<file path="config.mk">
export PLATFORM = sky130hd
export DESIGN_NAME = regfile_write_sched
export DESIGN_NICKNAME = d
export VERILOG_FILES = /design/src/rtl/regfile_pkg.sv /design/src/rtl/regfile_write_sched_rr_arb2.sv /design/src/rtl/regfile_write_sched.sv
export SDC_FILE = /design/constraint.sdc
export NUM_CORES = 1
export LEC_CHECK = 0
export ABC_AREA = 1
export BUFFER_PORTS_ARGS = -buffer_cell sky130_fd_sc_hd__buf_2
export CAP_MARGIN = 5
export CORE_ASPECT_RATIO = 0.75
export CORE_MARGIN = 1
export CORE_UTILIZATION = 55
export CTS_BUF_LIST = sky130_fd_sc_hd__clkbuf_4
export DETAILED_ROUTE_END_ITERATION = 10
export GPL_TIMING_DRIVEN = 0
export PLACE_DENSITY = 0.88
export SETUP_SLACK_MARGIN = 0.4
export SKIP_LAST_GASP = 1
export SYNTH_ARGS = -nofsm -noshare
export SYNTH_HDL_FRONTEND = slang
export SYNTH_HIERARCHICAL = 1
export SYNTH_SLANG_ARGS = --single-unit
</file>
<file path="constraint.sdc">
create_clock -name clk -period 4.5 [get_ports clk]
set_input_delay 0 -clock clk [delete_from_list [all_inputs] [get_ports clk]]
set_output_delay 0 -clock clk [all_outputs]
set_load 0.01 [all_outputs]
</file>
<file path="src/rtl/regfile_pkg.sv">
// Shared types and constants for the register-file write scheduler.
// Holds the sequencer state enum, default geometry/preset values and requester ids.
package regfile_pkg;

    localparam int DATA_W = 32;
    localparam int ADDR_W = 5;

    localparam int              PRE0_IDX = 9;
    localparam logic [31:0]     PRE0_VAL = 32'd5;
    localparam int              PRE1_IDX = 10;
    localparam logic [31:0]     PRE1_VAL = 32'd30;

    localparam int REQ_A = 0;
    localparam int REQ_B = 1;

    typedef enum logic [1:0] {
        CLEAR,
        PRE0,
        PRE1,
        RUN
    } state_t;

endpackage

</file>
<file path="src/rtl/regfile_write_sched_rr_arb2.sv">
// Two-way round-robin arbiter: a lone request always wins; on a tie the
// pointed-to side wins and the pointer moves to the side that lost.
module rr_arb2 (
    input  logic       clk,
    input  logic       rst_n,
    input  logic [1:0] req,
    output logic [1:0] gnt
);
    import regfile_pkg::*;

    logic ptr_q;

    always_comb begin
        // NOTE: every combinational output gets a default first so no path can infer a latch.
        gnt = 2'b00;
        case (req)
            2'b01:   gnt[REQ_A] = 1'b1;
            2'b10:   gnt[REQ_B] = 1'b1;
            2'b11:   gnt[ptr_q] = 1'b1;
            default: gnt = 2'b00;
        endcase
    end

    always_ff @(posedge clk or negedge rst_n) begin
        if (!rst_n) begin
            ptr_q <= 1'(REQ_A);
        end else if (req == 2'b11) begin
            // NOTE: state registers use non-blocking assignment so all flops update from pre-edge values.
            ptr_q <= ~ptr_q;
        end
    end

endmodule

</file>
<file path="src/rtl/regfile_write_sched.sv">
// Sole owner of the register-file write port: clears and presets the file after
// reset, then arbitrates two writeback requesters and tracks pending writes.
// Optional read-port bypass outputs are enabled with `define REGFILE_WR_FWD_EN.
module regfile_write_sched #(
    parameter int                      DATA_W   = regfile_pkg::DATA_W,
    parameter int                      ADDR_W   = regfile_pkg::ADDR_W,
    parameter int                      PRE0_IDX = regfile_pkg::PRE0_IDX,
    parameter logic [DATA_W-1:0]       PRE0_VAL = regfile_pkg::PRE0_VAL,
    parameter int                      PRE1_IDX = regfile_pkg::PRE1_IDX,
    parameter logic [DATA_W-1:0]       PRE1_VAL = regfile_pkg::PRE1_VAL
) (
    input  logic                   clk,
    input  logic                   rst_n,
    input  logic                   a_valid,
    output logic                   a_ready,
    input  logic [ADDR_W-1:0]      a_addr,
    input  logic [DATA_W-1:0]      a_data,
    input  logic                   b_valid,
    output logic                   b_ready,
    input  logic [ADDR_W-1:0]      b_addr,
    input  logic [DATA_W-1:0]      b_data,
    input  logic                   claim_valid,
    input  logic [ADDR_W-1:0]      claim_addr,
    output logic                   rf_we,
    output logic [ADDR_W-1:0]      rf_waddr,
    output logic [DATA_W-1:0]      rf_wdata,
    output logic                   init_done,
    output logic [2**ADDR_W-1:0]   pending
`ifdef REGFILE_WR_FWD_EN
    ,
    output logic                   fwd_valid,
    output logic [ADDR_W-1:0]      fwd_addr,
    output logic [DATA_W-1:0]      fwd_data
`endif
);
    import regfile_pkg::*;

    localparam int NREG = 2**ADDR_W;

    state_t               state_q, state_d;
    logic [ADDR_W-1:0]    idx_q, idx_d;
    logic                 we_d;
    logic [ADDR_W-1:0]    waddr_d;
    logic [DATA_W-1:0]    wdata_d;
    logic                 done_d;
    logic                 run_wr_q, run_wr_d;
    logic [NREG-1:0]      pending_d;
    logic                 in_run;
    logic [1:0]           req, gnt;
    logic [ADDR_W-1:0]    sel_addr;
    logic [DATA_W-1:0]    sel_data;

    assign in_run = (state_q == RUN);

    always_comb begin
        req        = 2'b00;
        req[REQ_A] = a_valid && in_run;
        req[REQ_B] = b_valid && in_run;
    end

    rr_arb2 u_arb (
        .clk   (clk),
        .rst_n (rst_n),
        .req   (req),
        .gnt   (gnt)
    );

    assign a_ready  = gnt[REQ_A];
    assign b_ready  = gnt[REQ_B];
    assign sel_addr = gnt[REQ_B] ? b_addr : a_addr;
    assign sel_data = gnt[REQ_B] ? b_data : a_data;

    always_comb begin
        state_d  = state_q;
        idx_d    = idx_q;
        we_d     = 1'b0;
        waddr_d  = rf_waddr;
        wdata_d  = rf_wdata;
        done_d   = init_done;
        run_wr_d = 1'b0;
        case (state_q)
            CLEAR: begin
                we_d    = 1'b1;
                waddr_d = idx_q;
                wdata_d = '0;
                idx_d   = idx_q + 1'b1;
                if (idx_q == ADDR_W'(NREG - 1)) state_d = PRE0;
            end
            PRE0: begin
                we_d    = 1'b1;
                waddr_d = ADDR_W'(PRE0_IDX);
                wdata_d = PRE0_VAL;
                state_d = PRE1;
            end
            PRE1: begin
                we_d    = 1'b1;
                waddr_d = ADDR_W'(PRE1_IDX);
                wdata_d = PRE1_VAL;
                state_d = RUN;
                done_d  = 1'b1;
            end
            RUN: begin
                // Register 0 is hardwired: its writes are accepted and silently dropped.
                if ((|gnt) && (sel_addr != '0)) begin
                    we_d     = 1'b1;
                    run_wr_d = 1'b1;
                    waddr_d  = sel_addr;
                    wdata_d  = sel_data;
                end
            end
            default: state_d = CLEAR;
        endcase
    end

    always_comb begin
        pending_d = pending;
        if (in_run) begin
            if (run_wr_q) pending_d[rf_waddr] = 1'b0;
            // A claim applied after the commit clear lets a same-cycle claim win.
            if (claim_valid && (claim_addr != '0)) pending_d[claim_addr] = 1'b1;
        end
    end

    // NOTE: only control and output flops exist here, so all of them are reset; the register file itself lives elsewhere.
    always_ff @(posedge clk or negedge rst_n) begin
        if (!rst_n) begin
            state_q   <= CLEAR;
            idx_q     <= '0;
            rf_we     <= 1'b0;
            rf_waddr  <= '0;
            rf_wdata  <= '0;
            init_done <= 1'b0;
            run_wr_q  <= 1'b0;
            pending   <= '0;
        end else begin
            state_q   <= state_d;
            idx_q     <= idx_d;
            rf_we     <= we_d;
            rf_waddr  <= waddr_d;
            rf_wdata  <= wdata_d;
            init_done <= done_d;
            run_wr_q  <= run_wr_d;
            pending   <= pending_d;
        end
    end

`ifdef REGFILE_WR_FWD_EN
    assign fwd_valid = run_wr_q;
    assign fwd_addr  = run_wr_q ? rf_waddr : '0;
    assign fwd_data  = run_wr_q ? rf_wdata : '0;
`endif

endmodule

</file>
### Yosys cells after proc, flatten, opt, wreduce, memory -nomap -nowiden

Index checks and enable logic that the tools add are counted.

| cells by class | value |
|---|---|
| magnitude comparators | 6 |
| multiply operators | 0 |
| shifts and indexed selects | 0 |
| eq/ne operators | 9 |
| reduce and logical (&&, ||, !) cells | 14 |
| multiplexer cells | 22 |
| add/sub/neg operators | 1 |
| bitwise logic cells | 4 |
| div/mod/pow operators | 0 |

Operators with widths:

| operator | number |
|---|---|
| 32-bit two-way mux | 5 |
| 32-bit one-hot mux with 4 select lines | 1 |
| 32-bit bitwise AND | 1 |
| 32-bit inverter | 1 |
| 32-bit bitwise OR | 1 |
| 5-bit one-hot mux with 4 select lines | 1 |
| 5-bit by 6-bit less-than comparator with 1-bit output, second input constant | 2 |
| 1-bit demux with 5-bit select | 2 |
| 5-bit by 1-bit greater-or-equal comparator with 1-bit output, second input constant | 2 |
| 5-bit two-way mux | 2 |
| 5-bit nonzero test | 2 |
| 2-bit == test, second input constant | 4 |
| 1-bit logical AND | 7 |
| 1-bit one-hot mux with 2 select lines | 3 |
| 2-bit one-hot mux with 3 select lines | 1 |
| 5-bit by 1-bit adder with 5-bit output, second input constant | 1 |
| 5-bit == test, second input constant | 1 |
| 1-bit two-way mux | 5 |
| 2-bit by 1-bit == test with 1-bit output, second input constant | 2 |
| 3-bit nonzero test | 1 |
| 3-bit OR reduction | 1 |
| 2-bit logical NOT | 1 |
| 1-bit by 2-bit less-than comparator with 1-bit output, second input constant | 1 |
| 2-bit two-way mux | 1 |
| other kinds (7) | 7 |

| storage, ports and cells | value |
|---|---|
| output and inout bits | 73 |
| bits in latches | 0 |
| bits in registers | 80 |
| bits of input ports | 84 |
| bits in read-only memories | 0 |
| word-level logic and storage cells | 65 |
| memories kept | 0 |
| RAM bits | 0 |

### Logic depth before layout (Yosys ltp)

| depth | value |
|---|---|
| depth in word-level cells | 10 |
| depth in mapped cells | 18 |
| depth with buffers taken out | 13 |

### Modules after synthesis

The synthesis kept the hierarchy.

By module, submodules not included:

| module | cells each | area an instance (µm²) | times used | sequential area each (µm²) |
|---|---|---|---|---|
| regfile_write_sched | 517 | 4237.8 | 1 | 1976.9 |
| rr_arb2 | 8 | 60.1 | 1 | 25.0 |

### Worst setup path after synthesis

OpenSTA, ideal clock, no wires.

| timing path | value |
|---|---|
| path type | register to register |
| start point | register state_q[0] |
| end point | register rf_waddr[4] |
| clock period less this slack | 2.756 ns |
| stages on the path, launching flop included | 19 |
| path buffers | 5 |
| arrival | 2.639 ns |
| library setup time | 0.117 ns |
| setup slack | 1.744 ns |
| required time | 4.383 ns |
| path through | dfrtp_1 > ha_1 > clkbuf_1 > buf_2 > buf_4 > nand2_1 > inv_1 > a21boi_1 > inv_2 > buf_6 > nand2_1 > nand2_2 > nor2_4 > nand3_4 > nand2_4 > nand2_1 > buf_2 > nand2_1 > nand2_1 |

| on the way | value |
|---|---|
| longest elaborated chain between the ends | 8 |
| elaborated cells between the ends (all ways) | 18 |
| those cells by class | eq/ne: 7; mux: 5; reduce/logical: 6 |

RTL lines:

| item | RTL line | RTL |
|---|---|---|
| start, declared | regfile_write_sched.sv:40 | `state_t state_q, state_d;` |
| start signal, assigned | regfile_write_sched.sv:136 | `state_q <= state_d;` |
| 2-bit == test (*) | regfile_write_sched.sv:53 | `assign in_run = (state_q == RUN);` |
| 1-bit logical AND (*) | regfile_write_sched.sv:58 | `req[REQ_B] = b_valid && in_run;` |
| net req[1] | regfile_write_sched.sv:49 | `logic [1:0] req, gnt;` |
| 2-bit == test | regfile_write_sched_rr_arb2.sv:16 | `case (req)` |
| 1-bit one-hot mux with 2 select lines (*) | regfile_write_sched_rr_arb2.sv:16 |  |
| net b_ready | regfile_write_sched.sv:19 | `output logic b_ready,` |
| 5-bit two-way mux | regfile_write_sched.sv:70 | `assign sel_addr = gnt[REQ_B] ? b_addr : a_addr;` |
| 5-bit nonzero test | regfile_write_sched.sv:104 | `if ((\|gnt) && (sel_addr != '0)) begin` |
| 1-bit logical AND | regfile_write_sched.sv:104 |  |
| 2-bit by 1-bit inequality test with 1-bit output (no source line) | n/a |  |
| end signal, assigned | regfile_write_sched.sv:139 | `rf_waddr <= waddr_d;` |
| end, declared | regfile_write_sched.sv:25 | `output logic [ADDR_W-1:0] rf_waddr,` |

Mark *: on every way through the listed nets, which the timed path passes. The rest lies on a longest branch. The select of a mux whose other input is x is not followed.
A chain may end at the register's enable or synchronous reset.

### Final worst setup path

| timing path | value |
|---|---|
| start point | register state_q[0] |
| end point | register rf_wdata[4] |

| on the way | value |
|---|---|
| longest elaborated chain between the ends | 8 |
| elaborated cells between the ends (all ways) | 19 |
| those cells by class | eq/ne: 7; mux: 6; reduce/logical: 6 |

RTL lines:

| item | RTL line | RTL |
|---|---|---|
| 2-bit == test (*) | regfile_write_sched.sv:53 |  |
| 1-bit logical AND (*) | regfile_write_sched.sv:58 |  |
| net req[1] | regfile_write_sched.sv:49 |  |
| 2-bit == test | regfile_write_sched_rr_arb2.sv:16 |  |
| 1-bit one-hot mux with 2 select lines | regfile_write_sched_rr_arb2.sv:16 |  |
| 5-bit two-way mux | regfile_write_sched.sv:70 |  |
| 5-bit nonzero test | regfile_write_sched.sv:104 |  |
| 1-bit logical AND | regfile_write_sched.sv:104 |  |
| 2-bit by 1-bit inequality test with 1-bit output (no source line) | n/a |  |
| end signal, assigned | regfile_write_sched.sv:140 | `rf_wdata <= wdata_d;` |
| end, declared | regfile_write_sched.sv:26 | `output logic [DATA_W-1:0] rf_wdata,` |

Marked as above.

==> reports/qor.txt <==
Run status -> completed
Share of total power in combinational logic -> 35.8%
Most frequent CP cell -> nand2_1
# rows -> 27
CTS tree -> yes
Cell taking the most area after synthesis -> dfrtp_1
Final Non-Filler Cells -> 857
Hold WS -> 0.0101 ns
Layout Skew -> 0.0180 ns
Iter 0 DRT Violations -> 483
Worst path cell trace -> ha_1, clkbuf_1, buf_2, buf_4, nand2_1, inv_1, a21boi_1, buf_6, clkbuf_1, nor2_1, o31ai_1, dlygate4sd3_1, nand2_1, nand2_1
Syn Area/Cell -> 8.19 um^2
Synth top area cells -> dfrtp_1 (47%), o21ai_0 (11%), nand2_1 (8.0%)
Max-slew headroom -> 56.5%
I/O Buffers -> 156
Die area -> 8180 um^2
Launch point of the worst reg-to-reg path -> state_q[0]
Crit-path max FO -> 10
Total congestion overflow -> 0
Clk root buf -> clkbuf_4
Clk sinks -> 80
LEAKAGE -> 2.91 nW
Flop-to-flop setup slack -> 0.77 ns
Top Family by Delay on Critical Path -> buffers and inverters
Clk_lat worst skew -> 0.43 ns
Diodes inserted -> 0
Setup CP Type -> reg -> reg
Layout area overhead -> 39.1%
Fin crit share -> 82.8%
Register area share after synthesis -> 46.6%
Max VDD drop -> 0.000191 V
Vias in the first global route -> 4789
Top cells by count, synth -> o21ai_0 (95), nand2_1 (92), dfrtp_1 (80)
Number of enable flip-flop cells after synthesis -> 0
Final ANT Viol Nets -> 0
Worst slew pin tran -> 0.645 ns
Dpl hpwl -> 9.24 mm
Post-layout power -> 2.31 mW
Global-route wire length before repair -> 23.5 mm
Post-synth net total -> 617
DR pass1 iterations -> 5
Top-level port count -> 157
Total CTS buffers -> 9
Int Power -> 1.47 mW
Worst r2r dst -> rf_wdata[4]
Critical Path Max Stage Delay -> 0.61 ns
Worst path slowest cell -> dlygate4sd3_1
Power per standard cell area -> 387 nW/um^2
#FFs+latches synth -> 80
Cells after Synth -> 525
Worst-path clk slew -> 0.12 ns
Setup violations, final -> 0
Register share of total power -> 43.9%
Clk pwr share -> 20.3%
Vias/cell -> 5.90
Initial antenna violation count -> 0
CTS max path bufs -> 2
Post-synth top flop -> dfrtp_1
Detailed Route WL -> 14.4 mm
R2R cell count -> 14
DRC errors left -> 0
Inst Count DP -> 783
Final core utilization -> 80.1%
Startpoint types -> flip-flop
Slew Limit Fails -> 0
Post-synthesis cell type count -> 31
Die Wd -> 104 um
Post_cts resized -> 0
Worst path bufs/invs -> 7
Share of layout cells above drive strength 1 -> 28.2%
CP arrival -> 4.09 ns
Fraction of registers with async set/reset -> 100%
Core area -> 7470 um^2
GP Congestion -> 0.868
Final Hold Viols -> 0
RSZ-0062 raised after global routing -> false
Largest net degree at the start of global routing -> 57
Most frequent cell after synthesis -> o21ai_0
Total number of vias -> 5055
H-tree Lvls -> 3
Yosys top cell area share -> 46.6%
Net load switching power -> 0.847 mW
Hold Path Class -> in -> async
Worst Path Required -> 4.86 ns
Fmax -> 268 MHz
Sw Share -> 36.6%
Die Ht -> 78.6 um
Setup_tns -> 0 ns
Synth warn -> 6
GRT Overall Usage -> 36.5%
Routed length per instance -> 16.8 um
Final net count -> 844
Syn Std Cell Area -> 4300 um^2
Tmin final -> 3.73 ns
Maxcap violations -> 0
CP Capture Type -> flip-flop
Initial core utilization -> 57.6%
## power by group through the flow
| stage | sequential [mW] | clock (mW) | combinational [mW] |
|---|---|---|---|
| 2_1_floorplan | 1.09 | 0 | 0.322 |
| 3_3_place_gp | 1.01 | 0 | 0.712 |
| 3_5_place_dp | 1.02 | 0 | 0.740 |
| 4_1_cts | 1.01 | 0.471 | 0.799 |
| 5_1_grt | 1.03 | 0.499 | 0.899 |
| 6_report | 1.02 | 0.470 | 0.828 |
## cell families (layout without fill, tap and decap cells)
family          count (synthesis)  in the layout  share of synthesized area, %
compound gates                112            112                          13.7
xor+xnor                        2              2                         0.408
fa+ha+maj                       8              8                          2.33
buf+inv                        62            293                          7.13
flops                          80             80                          46.6
simple gates                  261            261                          29.8
## registers in the layout, summed over array words and instances, names as in the netlist
signal       cells
run_wr_q         1
idx_q            5
rf_wdata        32
rf_waddr         5
pending         32
init_done        1
u_arb/ptr_q      1
state_q          2
rf_we            1
## placed cells by master (no fill, tap or decap), types with 3 or more instances in the layout
master	Yosys	layout
a21oi_1	4	4
buf_2	6	161
buf_4	2	3
clkbuf_1	20	20
clkbuf_4	0	9
dfrtp_1	80	80
dlygate4sd3_1	0	59
ha_1	8	8
inv_1	26	26
nand2_1	92	92
nand3_1	36	36
nand3_2	19	19
nand4_1	35	35
nor2_1	68	68
nor3_1	3	3
o21ai_0	95	95
o31ai_1	7	7
## how the worst max path moves through the flow
| stage | startpoint | end | slack [ns] | depth (start not counted) |
|---|---|---|---|---|
| global route | state_q[0] | rf_wdata[9] | 0.51 | 14 |
| detailed placement | state_q[0] | rf_wdata[16] | 1.35 | 18 |
| CTS | state_q[0] | rf_wdata[9] | 0.94 | 14 |
| finish | state_q[0] | rf_wdata[4] | 0.77 | 14 |
| global placement | state_q[0] | rf_waddr[3] | 1.47 | 18 |
| floorplan | state_q[0] | rf_waddr[4] | 1.74 | 18 |
## worst register-to-register path: stages (launching register included)
cell           delay [ns]
dfrtp_1              0.49
ha_1                 0.18
clkbuf_1             0.23
buf_2                0.30
buf_4                0.25
nand2_1              0.07
inv_1                0.10
a21boi_1             0.32
buf_6                0.20
clkbuf_1             0.42
nor2_1               0.12
o31ai_1              0.27
dlygate4sd3_1        0.61
nand2_1              0.07
nand2_1              0.06
## layout make-up
class	count	area [um^2]
Clock inverter	6	85.1
Multi-Input combinational cell	383	1990
Buffer	34	201
Clock buffer	9	67.6
Inverter	28	105
Timing Repair Buffer	216	1400
Fill cell	446	1490
Tap cell	101	126
Sequential cell	80	2000
## per-stage QoR
step | cell area (um^2) | worst slack (ns)
floorplan | 4300 | 1.74
global placement | 5200 | 1.47
detailed placement | 5240 | 1.35
CTS | 5980 | 0.937
global route | 5980 | 0.506
finish | 5980 | 0.773
## layer usage
layer  vias up  part of all wire [%]  wire (um)  track usage [%]
met4         0                   3.5        500             17.1
met1      2311                    39       5590             46.7
met5         -                     0          0                0
met2       426                    45       6560             59.3
li1       2247                     -          -                -
met3        71                    12       1770             8.64
## repair_timing
item,in CTS,in global routing
buffers inserted,0,0
endpoints found under the hold margin,134,0
hold buffers,59,0
No activity file was read; power rests on OpenSTA's default activity.
